File: src/rtl/hamming_univ_shift_reg_pkg.sv
// ----------------------------------------------------------------------------
// hamming_shreg_pkg
// Shared types and SECDED helpers for the Hamming-protected universal shift
// register.
//
// Codeword layout (CW = WIDTH + P + 1 bits):
//   bit 0            overall parity over bits 1..WIDTH+P
//   bits 2**k        Hamming parity bits, k = 0..P-1
//   remaining bits   data bits, data[0] at the lowest free position upward
//
// The helpers work on fixed maximum-size vectors so one set of functions
// serves every WIDTH. Supported WIDTH range is 2..56, which keeps the
// codeword strictly inside MAX_CW.
// ----------------------------------------------------------------------------
package hamming_shreg_pkg;

    typedef enum logic [1:0] {
        MODE_SISO = 2'b00,
        MODE_SIPO = 2'b01,
        MODE_PISO = 2'b10,
        MODE_PIPO = 2'b11
    } mode_t;

    typedef enum logic [1:0] {
        ERR_NONE   = 2'b00,
        ERR_SINGLE = 2'b01,
        ERR_DOUBLE = 2'b10
    } err_t;

    localparam int MAX_DATA_W = 64;
    localparam int MAX_P      = 7;
    localparam int MAX_CW     = 72;

    // Smallest P with 2**P >= width + P + 1.
    function automatic int calc_p(input int width);
        int p;
        p = 1;
        while ((1 << p) < (width + p + 1)) p++;
        return p;
    endfunction

    function automatic logic is_pow2(input int v);
        return ((v & (v - 1)) == 0);
    endfunction

    function automatic logic [MAX_CW-1:0] encode(input logic [MAX_DATA_W-1:0] data,
                                                 input int width);
        logic [MAX_CW-1:0] c;
        int                n;
        int                p;
        int                di;
        logic              par;
        p  = calc_p(width);
        n  = width + p;
        c  = '0;
        di = 0;
        for (int i = 1; i < MAX_CW; i++) begin
            if (i <= n && !is_pow2(i)) begin
                c[i] = data[di];
                di++;
            end
        end
        // Parity slots are still zero here, so XOR over every covered
        // position (including the slot itself) gives the parity value.
        for (int k = 0; k < MAX_P; k++) begin
            if (k < p) begin
                par = 1'b0;
                for (int i = 1; i < MAX_CW; i++) begin
                    if (i <= n && ((i >> k) & 1) == 1) par ^= c[i];
                end
                c[1 << k] = par;
            end
        end
        c[0] = ^c;
        return c;
    endfunction

    function automatic logic [MAX_P-1:0] syndrome(input logic [MAX_CW-1:0] code,
                                                  input int width);
        logic [MAX_P-1:0] s;
        int               n;
        n = width + calc_p(width);
        s = '0;
        for (int k = 0; k < MAX_P; k++) begin
            for (int i = 1; i < MAX_CW; i++) begin
                if (i <= n && ((i >> k) & 1) == 1) s[k] ^= code[i];
            end
        end
        return s;
    endfunction

    function automatic logic [MAX_DATA_W-1:0] extract(input logic [MAX_CW-1:0] code,
                                                      input int width);
        logic [MAX_DATA_W-1:0] d;
        int                    n;
        int                    di;
        n  = width + calc_p(width);
        d  = '0;
        di = 0;
        for (int i = 1; i < MAX_CW; i++) begin
            if (i <= n && !is_pow2(i)) begin
                d[di] = code[i];
                di++;
            end
        end
        return d;
    endfunction

endpackage

File: src/rtl/hamming_univ_shift_reg_if.sv
// ----------------------------------------------------------------------------
// hamming_univ_shift_reg_if
// Control/data bundle for hamming_univ_shift_reg.
//   master : drives enable, mode, dir, load, serial_in, parallel_in, err_clr,
//            inj_mask; observes every output below.
//   slave  : the shift register itself.
// Outputs: serial_out, parallel_out, word_valid, shift_done, err_corrected,
//          err_uncorrectable, err_count, dbg_err (decoder class this cycle),
//          dbg_syn (raw Hamming syndrome).
// inj_mask is XORed into the codeword as it is written on each edge; keep it
// zero in normal use. It exists to exercise the correction path.
//
// Strobe semantics (no backpressure): word_valid and shift_done are
// single-cycle pulses, valid for exactly the cycle after the edge that
// completed the word; the consumer must take them that cycle.
// ----------------------------------------------------------------------------
interface hamming_univ_shift_reg_if #(
    parameter int WIDTH     = 8,
    parameter int ERR_CNT_W = 8
);
    import hamming_shreg_pkg::*;

    localparam int P  = calc_p(WIDTH);
    localparam int CW = WIDTH + P + 1;

    logic                 enable;
    mode_t                mode;
    logic                 dir;
    logic                 load;
    logic                 serial_in;
    logic [WIDTH-1:0]     parallel_in;
    logic                 err_clr;
    logic [CW-1:0]        inj_mask;

    logic                 serial_out;
    logic [WIDTH-1:0]     parallel_out;
    logic                 word_valid;
    logic                 shift_done;
    logic                 err_corrected;
    logic                 err_uncorrectable;
    logic [ERR_CNT_W-1:0] err_count;
    err_t                 dbg_err;
    logic [P-1:0]         dbg_syn;

    modport master (
        output enable, mode, dir, load, serial_in, parallel_in, err_clr, inj_mask,
        input  serial_out, parallel_out, word_valid, shift_done,
               err_corrected, err_uncorrectable, err_count, dbg_err, dbg_syn
    );

    modport slave (
        input  enable, mode, dir, load, serial_in, parallel_in, err_clr, inj_mask,
        output serial_out, parallel_out, word_valid, shift_done,
               err_corrected, err_uncorrectable, err_count, dbg_err, dbg_syn
    );

endinterface

File: src/rtl/hamming_univ_shift_reg_secded_codec.sv
// ----------------------------------------------------------------------------
// secded_codec
// Combinational SECDED encoder plus decoder/corrector.
// Ports:
//   i_data  WIDTH  data to encode          -> o_code CW  codeword
//   i_code  CW     stored codeword         -> o_data WIDTH corrected data
//   o_err          ERR_NONE / ERR_SINGLE / ERR_DOUBLE
//   o_syn   P      Hamming syndrome of i_code
// On a double error o_data carries the raw (uncorrected) data bits.
// ----------------------------------------------------------------------------
module secded_codec
    import hamming_shreg_pkg::*;
#(
    parameter  int WIDTH = 8,
    localparam int P     = calc_p(WIDTH),
    localparam int CW    = WIDTH + P + 1
) (
    input  logic [WIDTH-1:0] i_data,
    output logic [CW-1:0]    o_code,
    input  logic [CW-1:0]    i_code,
    output logic [WIDTH-1:0] o_data,
    output err_t             o_err,
    output logic [P-1:0]     o_syn
);

    localparam int NPOS = WIDTH + P;

    logic [MAX_DATA_W-1:0] w_data_ext;
    logic [MAX_CW-1:0]     w_code_enc;
    logic [MAX_CW-1:0]     w_code_ext;
    logic [MAX_CW-1:0]     w_fixed;
    logic [MAX_P-1:0]      w_syn_full;
    logic [MAX_DATA_W-1:0] w_data_full;
    logic                  w_ov;
    logic                  w_unused;

    assign w_data_ext = MAX_DATA_W'(i_data);
    assign w_code_enc = encode(w_data_ext, WIDTH);
    assign o_code     = w_code_enc[CW-1:0];

    assign w_code_ext = MAX_CW'(i_code);
    assign w_syn_full = syndrome(w_code_ext, WIDTH);
    assign w_ov       = ^i_code;

    // Overall parity odd -> odd number of flips: one flip at position
    // syndrome (0 = the overall bit itself). A syndrome pointing past the
    // codeword can only come from a multi-bit flip, so it is treated as
    // uncorrectable. Parity even with a non-zero syndrome is a double error.
    always_comb begin
        w_fixed = w_code_ext;
        o_err   = ERR_NONE;
        if (w_ov) begin
            if (int'(w_syn_full) <= NPOS) begin
                o_err               = ERR_SINGLE;
                w_fixed[w_syn_full] = ~w_code_ext[w_syn_full];
            end else begin
                o_err = ERR_DOUBLE;
            end
        end else if (w_syn_full != '0) begin
            o_err = ERR_DOUBLE;
        end
    end

    assign w_data_full = extract(w_fixed, WIDTH);
    assign o_data      = w_data_full[WIDTH-1:0];
    assign o_syn       = w_syn_full[P-1:0];

    assign w_unused = ^{w_code_enc[MAX_CW-1:CW], w_data_full[MAX_DATA_W-1:WIDTH]};

endmodule

File: src/rtl/hamming_univ_shift_reg.sv
// ----------------------------------------------------------------------------
// hamming_univ_shift_reg
// Universal shift register (SISO/SIPO/PISO/PIPO) whose state is stored as a
// SECDED codeword. The codeword is decoded every cycle; single-bit errors are
// corrected and scrubbed back on the next edge, double-bit errors raise a
// sticky flag and freeze storage until a parallel load overwrites it.
// Ports:
//   clk  rising-edge clock
//   rst  asynchronous reset, active low
//   bus  hamming_univ_shift_reg_if.slave (controls, data, strobes, errors)
// ----------------------------------------------------------------------------
module hamming_univ_shift_reg
    import hamming_shreg_pkg::*;
#(
    parameter int WIDTH     = 8,
    parameter int ERR_CNT_W = 8
) (
    input  logic                     clk,
    input  logic                     rst,
    hamming_univ_shift_reg_if.slave  bus
);

    localparam int P     = calc_p(WIDTH);
    localparam int CW    = WIDTH + P + 1;
    localparam int CNT_W = $clog2(WIDTH);

    localparam logic [CNT_W-1:0]     CNT_LAST = CNT_W'(WIDTH - 1);
    localparam logic [ERR_CNT_W-1:0] ERR_MAX  = '1;

    logic [CW-1:0]        r_code;
    logic [CNT_W-1:0]     r_cnt;
    mode_t                r_mode;
    logic                 r_piso_armed;
    logic                 r_word_valid;
    logic                 r_shift_done;
    logic                 r_err_flag;
    logic [ERR_CNT_W-1:0] r_err_count;

    logic [WIDTH-1:0]     w_d;
    logic [WIDTH-1:0]     w_nd;
    logic [WIDTH-1:0]     w_shifted;
    logic [CW-1:0]        w_next_code;
    err_t                 w_err;
    logic [P-1:0]         w_syn;
    logic                 w_fill;
    logic                 w_load_now;
    logic                 w_shift_now;
    logic                 w_single;
    logic                 w_double;
    logic                 w_write;
    logic                 w_mode_chg;
    logic                 w_counting;
    logic [CNT_W-1:0]     w_cnt_base;
    logic [CNT_W-1:0]     w_cnt_next;
    logic                 w_wrap;
    logic                 w_armed_base;
    logic                 w_done;

    secded_codec #(.WIDTH(WIDTH)) u_codec (
        .i_data (w_nd),
        .o_code (w_next_code),
        .i_code (r_code),
        .o_data (w_d),
        .o_err  (w_err),
        .o_syn  (w_syn)
    );

    // Next data word. Serial-in modes shift serial_in in; PISO fills with 0.
    always_comb begin
        w_nd        = w_d;
        w_load_now  = 1'b0;
        w_shift_now = 1'b0;
        w_fill      = 1'b0;
        if (bus.mode == MODE_SISO || bus.mode == MODE_SIPO) w_fill = bus.serial_in;
        w_shifted = bus.dir ? {w_fill, w_d[WIDTH-1:1]} : {w_d[WIDTH-2:0], w_fill};
        if (bus.enable) begin
            case (bus.mode)
                MODE_SISO, MODE_SIPO: begin
                    w_nd        = w_shifted;
                    w_shift_now = 1'b1;
                end
                MODE_PISO: begin
                    if (bus.load) begin
                        w_nd       = bus.parallel_in;
                        w_load_now = 1'b1;
                    end else begin
                        w_nd        = w_shifted;
                        w_shift_now = 1'b1;
                    end
                end
                MODE_PIPO: begin
                    if (bus.load) begin
                        w_nd       = bus.parallel_in;
                        w_load_now = 1'b1;
                    end
                end
                default: ;
            endcase
        end
    end

    assign w_single = (w_err == ERR_SINGLE);
    assign w_double = (w_err == ERR_DOUBLE);
    // A double error freezes everything except an enabled parallel load.
    assign w_write  = !w_double || w_load_now;

    // Bit counter: restarts on load or mode change; a shift in the same
    // cycle as the mode change is counted as the first bit of the new word.
    assign w_mode_chg   = (bus.mode != r_mode);
    assign w_counting   = w_shift_now && (bus.mode == MODE_SIPO || bus.mode == MODE_PISO);
    assign w_cnt_base   = (w_load_now || w_mode_chg) ? '0 : r_cnt;
    assign w_wrap       = w_counting && (w_cnt_base == CNT_LAST);
    assign w_cnt_next   = !w_counting ? w_cnt_base :
                          (w_wrap ? '0 : w_cnt_base + CNT_W'(1));
    // shift_done fires once per PISO load, not on every later wrap.
    assign w_armed_base = w_mode_chg ? 1'b0 : r_piso_armed;
    assign w_done       = w_wrap && (bus.mode == MODE_PISO) && w_armed_base;

    always_ff @(posedge clk or negedge rst) begin
        if (!rst) begin
            r_code       <= '0;
            r_cnt        <= '0;
            r_mode       <= MODE_SISO;
            r_piso_armed <= 1'b0;
            r_word_valid <= 1'b0;
            r_shift_done <= 1'b0;
            r_err_flag   <= 1'b0;
            r_err_count  <= '0;
        end else begin
            r_code <= (w_write ? w_next_code : r_code) ^ bus.inj_mask;
            r_mode <= bus.mode;

            if (w_write) begin
                r_cnt        <= w_cnt_next;
                r_word_valid <= w_wrap && (bus.mode == MODE_SIPO);
                r_shift_done <= w_done;
                if (w_load_now)  r_piso_armed <= (bus.mode == MODE_PISO);
                else if (w_done) r_piso_armed <= 1'b0;
                else             r_piso_armed <= w_armed_base;
            end else begin
                r_word_valid <= 1'b0;
                r_shift_done <= 1'b0;
            end

            // A new error in the clearing cycle takes priority over err_clr.
            if (w_double)         r_err_flag <= 1'b1;
            else if (bus.err_clr) r_err_flag <= 1'b0;

            if (w_single) begin
                if (bus.err_clr)               r_err_count <= ERR_CNT_W'(1);
                else if (r_err_count != ERR_MAX) r_err_count <= r_err_count + ERR_CNT_W'(1);
            end else if (bus.err_clr) begin
                r_err_count <= '0;
            end
        end
    end

    assign bus.serial_out        = bus.dir ? w_d[0] : w_d[WIDTH-1];
    assign bus.parallel_out      = w_d;
    assign bus.word_valid        = r_word_valid;
    assign bus.shift_done        = r_shift_done;
    assign bus.err_corrected     = w_single;
    assign bus.err_uncorrectable = r_err_flag;
    assign bus.err_count         = r_err_count;
    assign bus.dbg_err           = w_err;
    assign bus.dbg_syn           = w_syn;

endmodule

File: src/flat_wrapper.sv
// flat-port wrapper written by rule: the top's interface ports become plain ports
module hamming_univ_shift_reg_flat import hamming_shreg_pkg::*;
#(
    parameter int WIDTH     = 8,
    parameter int ERR_CNT_W = 8
)
  (clk, rst, bus_enable, bus_mode, bus_dir, bus_load, bus_serial_in, bus_parallel_in, bus_err_clr, bus_inj_mask, bus_serial_out, bus_parallel_out, bus_word_valid, bus_shift_done, bus_err_corrected, bus_err_uncorrectable, bus_err_count, bus_dbg_err, bus_dbg_syn);
  hamming_univ_shift_reg_if #(.WIDTH(WIDTH), .ERR_CNT_W(ERR_CNT_W)) bus_i ();
  input  logic clk;
  input  logic rst;
  input wire logic [$bits(bus_i.enable)-1:0] bus_enable;
  input wire logic [$bits(bus_i.mode)-1:0] bus_mode;
  input wire logic [$bits(bus_i.dir)-1:0] bus_dir;
  input wire logic [$bits(bus_i.load)-1:0] bus_load;
  input wire logic [$bits(bus_i.serial_in)-1:0] bus_serial_in;
  input wire logic [$bits(bus_i.parallel_in)-1:0] bus_parallel_in;
  input wire logic [$bits(bus_i.err_clr)-1:0] bus_err_clr;
  input wire logic [$bits(bus_i.inj_mask)-1:0] bus_inj_mask;
  output wire logic [$bits(bus_i.serial_out)-1:0] bus_serial_out;
  output wire logic [$bits(bus_i.parallel_out)-1:0] bus_parallel_out;
  output wire logic [$bits(bus_i.word_valid)-1:0] bus_word_valid;
  output wire logic [$bits(bus_i.shift_done)-1:0] bus_shift_done;
  output wire logic [$bits(bus_i.err_corrected)-1:0] bus_err_corrected;
  output wire logic [$bits(bus_i.err_uncorrectable)-1:0] bus_err_uncorrectable;
  output wire logic [$bits(bus_i.err_count)-1:0] bus_err_count;
  output wire logic [$bits(bus_i.dbg_err)-1:0] bus_dbg_err;
  output wire logic [$bits(bus_i.dbg_syn)-1:0] bus_dbg_syn;
  assign bus_i.enable = bus_enable;
  assign bus_i.mode = bus_mode;
  assign bus_i.dir = bus_dir;
  assign bus_i.load = bus_load;
  assign bus_i.serial_in = bus_serial_in;
  assign bus_i.parallel_in = bus_parallel_in;
  assign bus_i.err_clr = bus_err_clr;
  assign bus_i.inj_mask = bus_inj_mask;
  assign bus_serial_out = bus_i.serial_out;
  assign bus_parallel_out = bus_i.parallel_out;
  assign bus_word_valid = bus_i.word_valid;
  assign bus_shift_done = bus_i.shift_done;
  assign bus_err_corrected = bus_i.err_corrected;
  assign bus_err_uncorrectable = bus_i.err_uncorrectable;
  assign bus_err_count = bus_i.err_count;
  assign bus_dbg_err = bus_i.dbg_err;
  assign bus_dbg_syn = bus_i.dbg_syn;
  hamming_univ_shift_reg #(.WIDTH(WIDTH), .ERR_CNT_W(ERR_CNT_W)) u_core (.clk(clk), .rst(rst), .bus(bus_i));
endmodule
File: config.mk
export PLATFORM = sky130hd
export DESIGN_NAME = hamming_univ_shift_reg_flat
export DESIGN_NICKNAME = d
export VERILOG_FILES = /design/src/rtl/hamming_univ_shift_reg_pkg.sv /design/src/rtl/hamming_univ_shift_reg_if.sv /design/src/rtl/hamming_univ_shift_reg_secded_codec.sv /design/src/rtl/hamming_univ_shift_reg.sv /design/src/flat_wrapper.sv
export SDC_FILE = /design/constraint.sdc
export NUM_CORES = 1
export LEC_CHECK = 0
export ABC_AREA = 1
export CAP_MARGIN = 30
export CORE_MARGIN = 10
export CORE_UTILIZATION = 35
export DETAILED_ROUTE_END_ITERATION = 12
export PLACE_DENSITY = 0.54
export SYNTH_ARGS = -nofsm -noshare
export SYNTH_HDL_FRONTEND = slang
export SYNTH_HIERARCHICAL = 1
export SYNTH_SLANG_ARGS = --single-unit
File: constraint.sdc
create_clock -name clk -period 7.02 [get_ports clk]
set_clock_uncertainty 0.15 [all_clocks]
set_input_delay 1.404 -clock clk [delete_from_list [all_inputs] [get_ports clk]]
set_output_delay 1.404 -clock clk [all_outputs]
set_load 0.03 [all_outputs]
; ---- Word level (Yosys, flattened, before mapping)
; Cells that the tools add are included.
[word_totals]
output_inout_bits = 27
latch_bits = 0
memories = 0
ff_bits = 30
ram_bits = 0
rom_bits = 0
[classes]
div_mod_pow = 0
shifts = 0
n_addsub = 2
n_lt_le_gt_ge = 3
n_reduce_logical = 21
eq_ne = 8
n_bitwise = 34
mux = 38
mul = 0
[ops]
columns = operator, count
row1 = $bwmux 72, 1
row2 = $reduce_xor 72->1, 1
row3 = $mux 8, 8
row4 = $mux 13, 3
row5 = $xor 1x1->1, 32
row6 = $pmux 8 s3, 1
row7 = $mux 1, 16
row8 = $reduce_xor 13->1, 1
row9 = $xor 13x13->13, 1
row10 = $mux 3, 3
row11 = $add 8x1->8 const B, 1
row12 = $lt 4x8->1 const B, 1
row13 = $ne 8x8->1 const B, 1
row14 = $reduce_bool 7->1, 1
row15 = $eq 2x2->1 const B, 3
row16 = $logic_and 1x1->1, 6
row17 = $mux 2, 3
row18 = $reduce_bool 2->1, 3
row19 = $bmux 1 s4, 1
row20 = $demux 1 s4, 1
row21 = $eq 2x1->1 const B, 2
row22 = $ge 4x1->1 const B, 1
row23 = $le 4x4->1 const B, 1
row24 = $logic_or 1x1->1, 4
row25 = 9 further kinds, 10

; ---- Longest topological paths before layout
; Gate-level depths: netlist of the first run.
[logic_depth]
ltp_word = 23
mapped_depth = 28
mapped_depth_nobuf = 28

; ---- Cells and area by module
; Netlist of the first run, hierarchy kept.
[modules_own_cells]
columns = mod, instances, area_per_inst_um2, cells_per_inst
row1 = hamming_univ_shift_reg, 1, 2083.2, 279
row2 = secded_codec, 1, 969.7, 163

; ---- Least setup slack after synthesis of the first run
; Ideal clock, no wire load.
[synth_path]
path_type = register to output
startpoint = register u_core.r_code[12]
endpoint = output port bus_err_corrected
path_buffers = 0
slack_ps = 2613
arrival_ps = 2853
stages_incl_launch_ff = 12
path_cell_list = dfrtp_1 -> xnor2_1 -> xor2_1 -> xor2_1 -> inv_1 -> nor2_1 -> nor2_1 -> o21ai_1 -> a21oi_1 -> inv_1 -> nand2_1 -> inv_1
[synth_between]
elab_chain_cells = 5
[synth_lines]
columns = item, line
row1 = start: declaration, hamming_univ_shift_reg.sv:30  ; logic [CW-1:0] r_code;
row2 = start signal: assignment, hamming_univ_shift_reg.sv:130  ; r_code <= (w_write ? w_next_code : r_code) ^ bus.inj_mask;
row3 = $xor 1x1->1, hamming_univ_shift_reg_pkg.sv:86  ; if (i <= n && ((i >> k) & 1) == 1) s[k] ^= code[i];
row4 = net bus_dbg_syn[3], flat_wrapper.sv:27  ; output wire logic [$bits(bus_i.dbg_syn)-1:0] bus_dbg_syn;
row5 = $le 4x4->1, hamming_univ_shift_reg_secded_codec.sv:53  ; if (int'(w_syn_full) <= NPOS) begin
row6 = $mux 2, hamming_univ_shift_reg_secded_codec.sv:53
row7 = $mux 2, hamming_univ_shift_reg_secded_codec.sv:52  ; if (w_ov) begin
row8 = net bus_dbg_err[0], flat_wrapper.sv:26  ; output wire logic [$bits(bus_i.dbg_err)-1:0] bus_dbg_err;
row9 = $eq 2x1->1, hamming_univ_shift_reg.sv:102  ; assign w_single = (w_err == ERR_SINGLE);
row10 = end: declaration, flat_wrapper.sv:23  ; output wire logic [$bits(bus_i.err_corrected)-1:0] bus_err_corrected;
; The timed path passes the listed nets, and every way through them passes these cells.

; ---- Worst setup path in the final report of the first run
[layout_path]
startpoint = register u_core.r_code[3]
endpoint = output port bus_err_corrected
[layout_between]
elab_chain_cells = 9
[layout_lines]
columns = item, line
row1 = $xor 1x1->1 (5 in a row), hamming_univ_shift_reg_pkg.sv:86
row2 = $le 4x4->1 / $reduce_bool 7->1 (equally long branches), "hamming_univ_shift_reg_secded_codec.sv:53, hamming_univ_shift_reg_secded_codec.sv:59"
row3 = $mux 2 (on tied branches), "hamming_univ_shift_reg_secded_codec.sv:53, hamming_univ_shift_reg_secded_codec.sv:59"
row4 = $mux 2 (*), hamming_univ_shift_reg_secded_codec.sv:52
row5 = $eq 2x1->1 (*), hamming_univ_shift_reg.sv:102
; Every way passes the cells marked *; elsewhere a longest branch is shown, timed or not.

==> impl_metrics.json, run 1 <==
{
  "cpPeakStageDelay_ns": 0.71,
  "clkTransAtPathRegs_ns": 0.07,
  "grt_max_degree": 34,
  "ys.flop_type": "dfrtp_1",
  "dr.pass1.iters": 4,
  "hold_ws_ns": 0.3655,
  "ctsResizeCount": 0,
  "crit_chain": "inv_1 > nand2_1 > nand2_1 > xor2_1 > xor2_2 > inv_1 > nor2_1 > nor2_1 > o21ai_1 > a21oi_1 > inv_1 > nand2_1 > inv_1 > clkdlybuf4s50_1",
  "dp_slack_ns": 2.280,
  "synth.avg_cell_area_um2": 6.907,
  "hold_violations": 0,
  "setup_viol": 0,
  "htreeDepth": 2,
  "synth_area_leader_cell": "dfrtp_1",
  "setup_tns_ns": 0,
  "cts_hold_buffers": 0,
  "place_area_mm2": 0.003646,
  "clockBufferDepth": 2,
  "grt_pass1_vias": 2911,
  "antenna_left": 0,
  "fmax_ghz": 0.1970,
  "cts.sinks": 30,
  "timing.final.crit_share_pct": 72.30,
  "clock-root-buffer": "clkbuf_8",
  "worstSetupPathType": "flip-flop to output port",
  "synth.cell_area_mm2": 0.003053,
  "fin_nets": 530,
  "numPortBuffers": 56,
  "synthArstFlopShare_pct": 100.0,
  "path_buf_inv": 5,
  "vias": 2884,
  "cp_max_fo": 7,
  "crit_required_ns": 5.47,
  "layout-drive-gt1-share_pct": 12.98,
  "hold_class": "flip-flop to flip-flop",
  "ios": 57,
  "num_rows": 34,
  "postSynthNetCount": 480,
  "gr-total-overflow": 0,
  "worst_slack_ns": 1.944,
  "core_mm2": 0.008593,
  "finalMaxSlewViolations": 0,
  "cp-start-kind": "flip-flop",
  "ys_seq_area_share_pct": 24.59,
  "status": "complete, no violations",
  "synth-edff-count": 0,
  "end_kind": "output port",
  "fin_crit_ns": 5.076,
  "max_cap_viol_count": 0,
  "worst_ep_arrival_time_ns": 3.52,
  "start_util_pct": 35.53,
  "stdcell_area_mm2": 0.003741,
  "track_usage_pct": 13.35,
  "rsz0062_at_grt": "false",
  "synth_area_leaders": "dfrtp_1 25%, nand2_1 13%, inv_1 8.1%, xnor2_1 7.5%, nand3_1 5.1%",
  "via_per_inst": 4.799,
  "drc": 0,
  "crit_slowest_cell": "clkdlybuf4s50_1",
  "slew_headroom_pct": 62.25,
  "die-area_mm2": 0.01286,
  "dieHeight_um": 113.4,
  "cts_setup_buffers": 0,
  "synth_top_area_share_pct": 24.59,
  "antenna_cells": 0,
  "syn_inst": 442,
  "wirelength_mm": 8.429,
  "clkLatencyLatePin_ns": 0.28,
  "grt_pass1_wl_mm": 14.17,
  "drtIter0Drc": 100,
  "antenna_found_initial": 0,
  "wire_per_inst_um": 14.02,
  "synthToLayoutAreaGrowth_pct": 22.54,
  "cts_tree": "yes",
  "dieWidth_um": 113.4,
  "crit_top_cell": "inv_1",
  "gp_congestion": 0.8886,
  "worst_pin_slew_ns": 0.5625,
  "yosysWarningCount": 6,
  "dp_hpwl_mm": 6.832,
  "synthDistinctLibCells": 37,
  "synth_seq_cells": 30,
  "path_delay_family": "buffers and inverters",
  "numCtsBuffers": 5
}
through the flow:
step / utilization (%) / cells
finish: 43.54 / 601
global route: 43.54 / 601
CTS: 43.54 / 601
detailed placement: 42.43 / 593
global placement: 42.43 / 593
floorplan: - / 442
cell type report:
cell class | count | area [um^2]
fill | 892 | 4852
timing repair buffer | 57 | 568.0
multi-input combinational | 325 | 1916
clock inverter | 2 | 12.51
sequential | 30 | 750.7
inverter | 73 | 276.5
clock buffer | 6 | 82.58
tap | 108 | 135.1
worst min-delay path: stages, from the launching register on:
cell and delay [ns]:
dfrtp_1 0.37, nand2_1 0.06, nand2_1 0.06
placed cells by master, fill, tap and decap left out:
cell / count
dfrtp_1: 30
nor3_4: 1
clkinv_2: 1
xor2_2: 1
nor2_1: 40
o211ai_1: 13
buf_4: 1
nand2_4: 5
nand2_1: 108
or2_2: 1
a21oi_1: 11
and2_4: 1
clkinvlp_4: 1
nor3_1: 1
inv_1: 66
inv_2: 6
nand2_2: 10
o21ai_2: 14
a21oi_2: 1
nor2_2: 7
xnor2_1: 26
a31oi_1: 1
ha_1: 8
o21bai_1: 2
clkbuf_8: 6
xnor2_4: 2
nand3_4: 1
clkdlybuf4s50_1: 56
xor2_1: 10
nor2_8: 1
nor3_2: 2
nand3b_1: 1
nand3_1: 31
nand4_1: 10
nor2_4: 1
inv_4: 1
o21ai_0: 9
o21ai_1: 6
logic make-up after synthesis:
group                    share of synthesized area (%)
XOR/XNOR                                         12.66
flip-flops                                       24.59
AND/OR/NAND/NOR                                  34.34
buffers and inverters                            12.66
AO/OA/AOI/OAI                                    12.46
adder cells (fa/ha/maj)                          3.279
worst paths after layout:
check / startpoint / endpoint / slack (ns) / depth (start not counted)
min in group asynchronous: rst / u_core/r_code[4]$_DFF_PN0_ / 1.36 / 2
worst max-delay path: u_core/r_code[3]$_DFF_PN0_ / bus_err_corrected / 1.94 / 14
worst max register to register: u_core/r_code[3]$_DFF_PN0_ / u_core/r_code[0]$_DFF_PN0_ / 2.96 / 19
worst min-delay path: u_core/r_cnt[0]$_DFFE_PN0N_ / u_core/r_cnt[0]$_DFFE_PN0N_ / 0.37 / 2
worst min register to register: u_core/r_cnt[0]$_DFFE_PN0N_ / u_core/r_cnt[0]$_DFFE_PN0N_ / 0.37 / 2
max in group asynchronous: rst / u_core/r_cnt[2]$_DFFE_PN0N_ / 5.05 / 2
registers in the layout, indices dropped and copies added (netlist names):
signal,count
u_core/r_code,13
u_core/bus.err_count,8
u_core/r_cnt,3
u_core/r_mode,2
u_core/bus.err_uncorrectable,1
u_core/bus.shift_done,1
u_core/bus.word_valid,1
u_core/r_piso_armed,1
layer usage:
metal / share of wire, % / GRT usage (%) / vias up
met5: 0 / 0 / -
met4: 0.72 / 3.046 / 0
met3: 3.5 / 2.730 / 6
met2: 51 / 23.73 / 39
met1: 44 / 16.07 / 1346
li1: - / - / 1493
synth_stat cells, types with 8 or more instances:
library cell  instances
xor2_1               10
nand3_1              31
o21ai_0               9
dfrtp_1              30
ha_1                  8
a21oi_1              11
buf_4                 9
o21ai_2              14
nand4_1              10
inv_1                66
nand2_2              10
nor2_1               40
nand2_1             108
xnor2_1              26
o211ai_1             13
Power of run 1 is not shown: default switching activity piles up to over one toggle a cycle in this logic, so the estimate is an artifact.
==> run 2: changes to the inputs <==
- PLACE_DENSITY: 0.54 -> 0.56
- clock period: 7.02 -> 4.1 ns (I/O delays scaled with it)
==> run 2 against run 1 <==
  * First-iteration DRC count rose by 63%
  * Sequential share of layout area shrank 0.44 points
  * Hold slack got worse by 0.0072 ns
  * Final cell count rose by 1.0%
  * Via count rose by 0.14%
  * Wire length rose by 0.77%
  * Highest routed layer unchanged
  * Global-route usage is 0.40 points lower
  * Non-clock buffer count increased by 6
  * Core utilization is 1.0 points higher
==> impl_metrics.json, run 2 (synthesis gave the netlist of run 1 again) <==
{
  "status": "complete, no violations",
  "wire_per_inst_um": 13.99,
  "worstSetupPathType": "flip-flop to flip-flop",
  "worst_ep_arrival_time_ns": 3.90,
  "path_delay_family": "simple AND/OR/NAND/NOR gates",
  "synthToLayoutAreaGrowth_pct": 25.49,
  "antenna_found_initial": 0,
  "fin_crit_ns": 3.883,
  "fin_nets": 536,
  "fin_util_pct": 44.58,
  "drtIter0Drc": 163,
  "slew_headroom_pct": 67.93,
  "gp_congestion": 0.8172,
  "dieWidth_um": 113.4,
  "cpPeakStageDelay_ns": 0.46,
  "end_kind": "flip-flop",
  "core_mm2": 0.008593,
  "num_rows": 34,
  "fillCellCount": 901,
  "drc": 0,
  "start_util_pct": 35.53,
  "cp-start-kind": "flip-flop",
  "layout-drive-gt1-share_pct": 15.63,
  "grt_pass1_wl_mm": 13.70,
  "max_cap_viol_count": 0,
  "seqCellArea_um2": 752.0,
  "cts_tree": "yes",
  "dr.pass1.iters": 4,
  "rsz0062_at_grt": "true",
  "crit_required_ns": 4.12,
  "cts.sinks": 30,
  "final_common_cell": "nand2_1",
  "dieHeight_um": 113.4,
  "top_register": "u_core/r_code",
  "grt_max_degree": 34,
  "largest_reg_flops": 13,
  "clock-root-buffer": "clkbuf_8",
  "worst_pin_slew_ns": 0.4789,
  "instances_no_fill": 607,
  "fmax_ghz": 0.2575,
  "path_buf_inv": 3,
  "track_usage_pct": 12.94,
  "multi_input_area_mm2": 0.001948,
  "antenna_left": 0,
  "die-area_mm2": 0.01286,
  "numPortBuffers": 56,
  "hold_class": "flip-flop to flip-flop",
  "clkTransAtPathRegs_ns": 0.08,
  "clockBufferDepth": 2,
  "dp_slack_ns": 0.07263,
  "htreeDepth": 2,
  "layout.cells.most_common_list": "108 x nand2_1, 66 x inv_1, 46 x clkdlybuf4s50_1",
  "crit_slowest_cell": "dfrtp_2",
  "cp_max_fo": 8,
  "clkLatencyLatePin_ns": 0.28,
  "placedCellCount": 599,
  "vias": 2888,
  "worst_slack_ns": 0.2171,
  "wirelength_mm": 8.494,
  "dp_hpwl_mm": 6.703,
  "timing.final.crit_share_pct": 94.70,
  "setup_viol": 0,
  "crit_top_cell": "nand2_1",
  "gr-total-overflow": 0,
  "cts_hold_buffers": 0,
  "numCtsBuffers": 5,
  "via_per_inst": 4.758,
  "ios": 57,
  "finalMaxSlewViolations": 0,
  "grt_pass1_vias": 2762,
  "hold_violations": 0,
  "antenna_cells": 0
}
## run 2: path summary, 6_finish.rpt
kind                       depth (start not counted)                                     start                                  endpoint  slack [ns]
max                                               25                u_core/r_code[9]$_DFF_PN0_                u_core/r_code[0]$_DFF_PN0_        0.22
min                                                2  u_core/bus.err_uncorrectable$_DFFE_PN0P_  u_core/bus.err_uncorrectable$_DFFE_PN0P_        0.36
max reg2reg                                       25                u_core/r_code[9]$_DFF_PN0_                u_core/r_code[0]$_DFF_PN0_        0.22
min reg2reg                                        2  u_core/bus.err_uncorrectable$_DFFE_PN0P_  u_core/bus.err_uncorrectable$_DFFE_PN0P_        0.36
max in group asynchronous                          2                                       rst                u_core/r_code[9]$_DFF_PN0_        2.69
min in group asynchronous                          2                                       rst                u_core/r_code[4]$_DFF_PN0_        0.78
## run 2: what timing repair did
item	in CTS	in global routing
setup endpoints to repair	4	15
resized for setup	4	16
setup buffers	0	0
endpoints found under the hold margin	0	0
pin swaps	0	2
## run 2: layout make-up
| cell class | count | area share, % |
|---|---|---|
| Clock buffer | 6 | 2.155 |
| Clock inverter | 2 | 0.3266 |
| Inverter | 73 | 7.218 |
| Multi-Input combinational cell | 325 | 50.85 |
| Sequential cell | 30 | 19.63 |
| Tap cell | 108 | 3.527 |
| Timing Repair Buffer | 63 | 16.30 |
## run 2: per-stage QoR
step | instance area [um^2] | setup TNS, ns | hold slack, ns
floorplan | 3053 | 0 | 0.3209
global placement | 3691 | 0 | 0.3273
detailed placement | 3691 | 0 | 0.3320
CTS | 3781 | 0 | 0.3693
global route | 3831 | -0.1412 | 0.3970
finish | 3831 | 0 | 0.3583
## run 2: layer usage
metal	vias to the layer above	wire (um)	track usage, %
met1	1360	3770	15.69
met5	-	0	0
met2	36	4339	22.85
li1	1490	-	-
met3	2	348	2.782
met4	0	37	2.792
## run 2: worst min-delay path, delay by kind of cell (launching register included)
| family | cells | cell delay (ns) |
|---|---|---|
| compound gates | 1 | 0.06 |
| flops | 1 | 0.36 |
| simple gates | 1 | 0.05 |
Power of run 2 is left out for the same reason.
==> run 3: changes to the inputs <==
- CAP_MARGIN: 30 -> 20
- DONT_BUFFER_PORTS: unset -> 1
- PLACE_DENSITY: 0.56 -> 0.48
==> run 3 against run 2 <==
  * Clock-buffer cell count stayed put
  * Setup slack better by 0.10 ns
  * Non-clock buffer count is 41 lower
  * Register-to-register slack better by 0.10 ns
  * Sequential cell count stayed put
  * Wire length is 2.3% lower
  * Critical endpoint unchanged
==> impl_metrics.json, run 3 (synthesis gave the netlist of run 1 again) <==
{
  "dp_hpwl_mm": 6.750,
  "worst_ep_arrival_time_ns": 3.80,
  "track_usage_pct": 12.74,
  "htreeDepth": 2,
  "rrSetupSlack_ns": 0.32,
  "fmax_ghz": 0.2644,
  "cp-start-kind": "flip-flop",
  "max_cap_viol_count": 0,
  "ios": 57,
  "dp_slack_ns": 0.1875,
  "worst_pin_slew_ns": 0.4982,
  "top_register": "u_core/r_code",
  "gr-total-overflow": 0,
  "largest_reg_flops": 13,
  "antenna_cells": 0,
  "crit_slowest_cell": "dfrtp_2",
  "cpPeakStageDelay_ns": 0.47,
  "drtIter0Drc": 120,
  "grt_pass1_vias": 2657,
  "place_area_mm2": 0.003221,
  "clock-root-buffer": "clkbuf_8",
  "dieHeight_um": 113.4,
  "start_util_pct": 35.53,
  "timing.final.crit_share_pct": 92.26,
  "gp_congestion": 0.7984,
  "cts.sinks": 30,
  "status": "complete, no violations",
  "dr.pass1.iters": 4,
  "synthToLayoutAreaGrowth_pct": 11.31,
  "crit_chain": "inv_2 > nand2_1 > nand2_1 > nand3_1 > nand2_1 > nand2_1 > nand2_4 > inv_2 > nand3_1 > nand2_1 > o21ai_2 > nand3_4 > nor2_1 > nor2_1 > o211ai_1 > o211ai_1 > xnor2_1 > xnor2_1 > xor2_1 > xnor2_1 > inv_1 > nand2_1 > o21ai_2 > xnor2_1",
  "hold_violations": 0,
  "die-area_mm2": 0.01286,
  "path_buf_inv": 3,
  "fin_crit_ns": 3.783,
  "core_mm2": 0.008593,
  "final_common_cell": "nand2_1",
  "numCtsBuffers": 5,
  "slew_headroom_pct": 66.64,
  "path_delay_family": "simple AND/OR/NAND/NOR gates",
  "vias": 2747,
  "num_rows": 34,
  "layout-drive-gt1-share_pct": 19.87,
  "hold_class": "primary input to async pin",
  "cp_max_fo": 9,
  "grt_pass1_wl_mm": 13.52,
  "wire_per_inst_um": 14.66,
  "fin_nets": 495,
  "cts_hold_buffers": 0,
  "rr_startpoint": "u_core/r_code[3]$_DFF_PN0_",
  "wirelength_mm": 8.300,
  "setup_viol": 0,
  "clockBufferDepth": 2,
  "stdcell_area_mm2": 0.003398,
  "finalMaxSlewViolations": 0,
  "antenna_left": 0,
  "reg2reg_depth": 24,
  "grt_max_degree": 34,
  "clkTransAtPathRegs_ns": 0.07,
  "crit_top_cell": "nand2_1",
  "numPortBuffers": 0,
  "rr_endpoint": "u_core/r_code[0]$_DFF_PN0_",
  "end_kind": "flip-flop",
  "worstSetupPathType": "flip-flop to flip-flop",
  "antenna_found_initial": 0,
  "layout.cells.most_common_list": "108 x nand2_1, 63 x inv_1, 40 x nor2_1",
  "dieWidth_um": 113.4,
  "clkLatencyLatePin_ns": 0.28,
  "crit_required_ns": 4.12,
  "cts_tree": "yes",
  "worst_slack_ns": 0.3172,
  "via_per_inst": 4.853,
  "drc": 0
}
==> run 3: routing by layer <==
metal / track usage, % / share of wire (%) / vias to the layer above
met5: 0 / 0 / -
met4: 3.469 / 1.4 / 0
met3: 4.672 / 7.9 / 7
met2: 21.27 / 48 / 47
met1: 15.02 / 43 / 1278
li1: - / - / 1415
==> run 3: what timing repair did <==
| action | in CTS | in global routing |
|---|---|---|
| cloned | 0 | 0 |
| setup buffers | 0 | 3 |
| pin swaps | 0 | 5 |
| resized for setup | 1 | 5 |
| setup endpoints to repair | 1 | 3 |
==> run 3: worst max path at each step <==
stage                                startpoint                          to  slack, ns  cells after the start
finish               u_core/r_code[3]$_DFF_PN0_  u_core/r_code[0]$_DFF_PN0_       0.32                     24
global placement     u_core/r_code[3]$_DFF_PN0_  u_core/r_code[0]$_DFF_PN0_       0.19                     21
CTS                  u_core/r_code[3]$_DFF_PN0_           bus_err_corrected       0.05                     14
detailed placement   u_core/r_code[3]$_DFF_PN0_  u_core/r_code[0]$_DFF_PN0_       0.19                     25
global route         u_core/r_code[3]$_DFF_PN0_  u_core/r_code[0]$_DFF_PN0_      -0.02                     26
floorplan           u_core/r_code[12]$_DFF_PN0_  u_core/r_code[0]$_DFF_PN0_       0.21                     19
==> run 3: stage by stage <==
step	setup TNS (ns)	utilization, %	std cells	hold WS, ns
floorplan	0	-	442	0.3209
global placement	0	37.48	555	0.3402
detailed placement	0	37.48	555	0.3558
CTS	0	39.18	563	0.06385
global route	-0.02177	39.55	566	0.05721
finish	0	39.55	566	0.07556
==> run 3: area by class of cell <==
type                       instances  area, um^2
fill                             952        5195
multi-input combinational        325        1923
sequential                        30       752.0
inverter                          73       280.3
timing repair buffer              22       165.2
tap                              108       135.1
clock buffer                       6       82.58
clock inverter                     2       60.06
Power of run 3 is left out for the same reason.
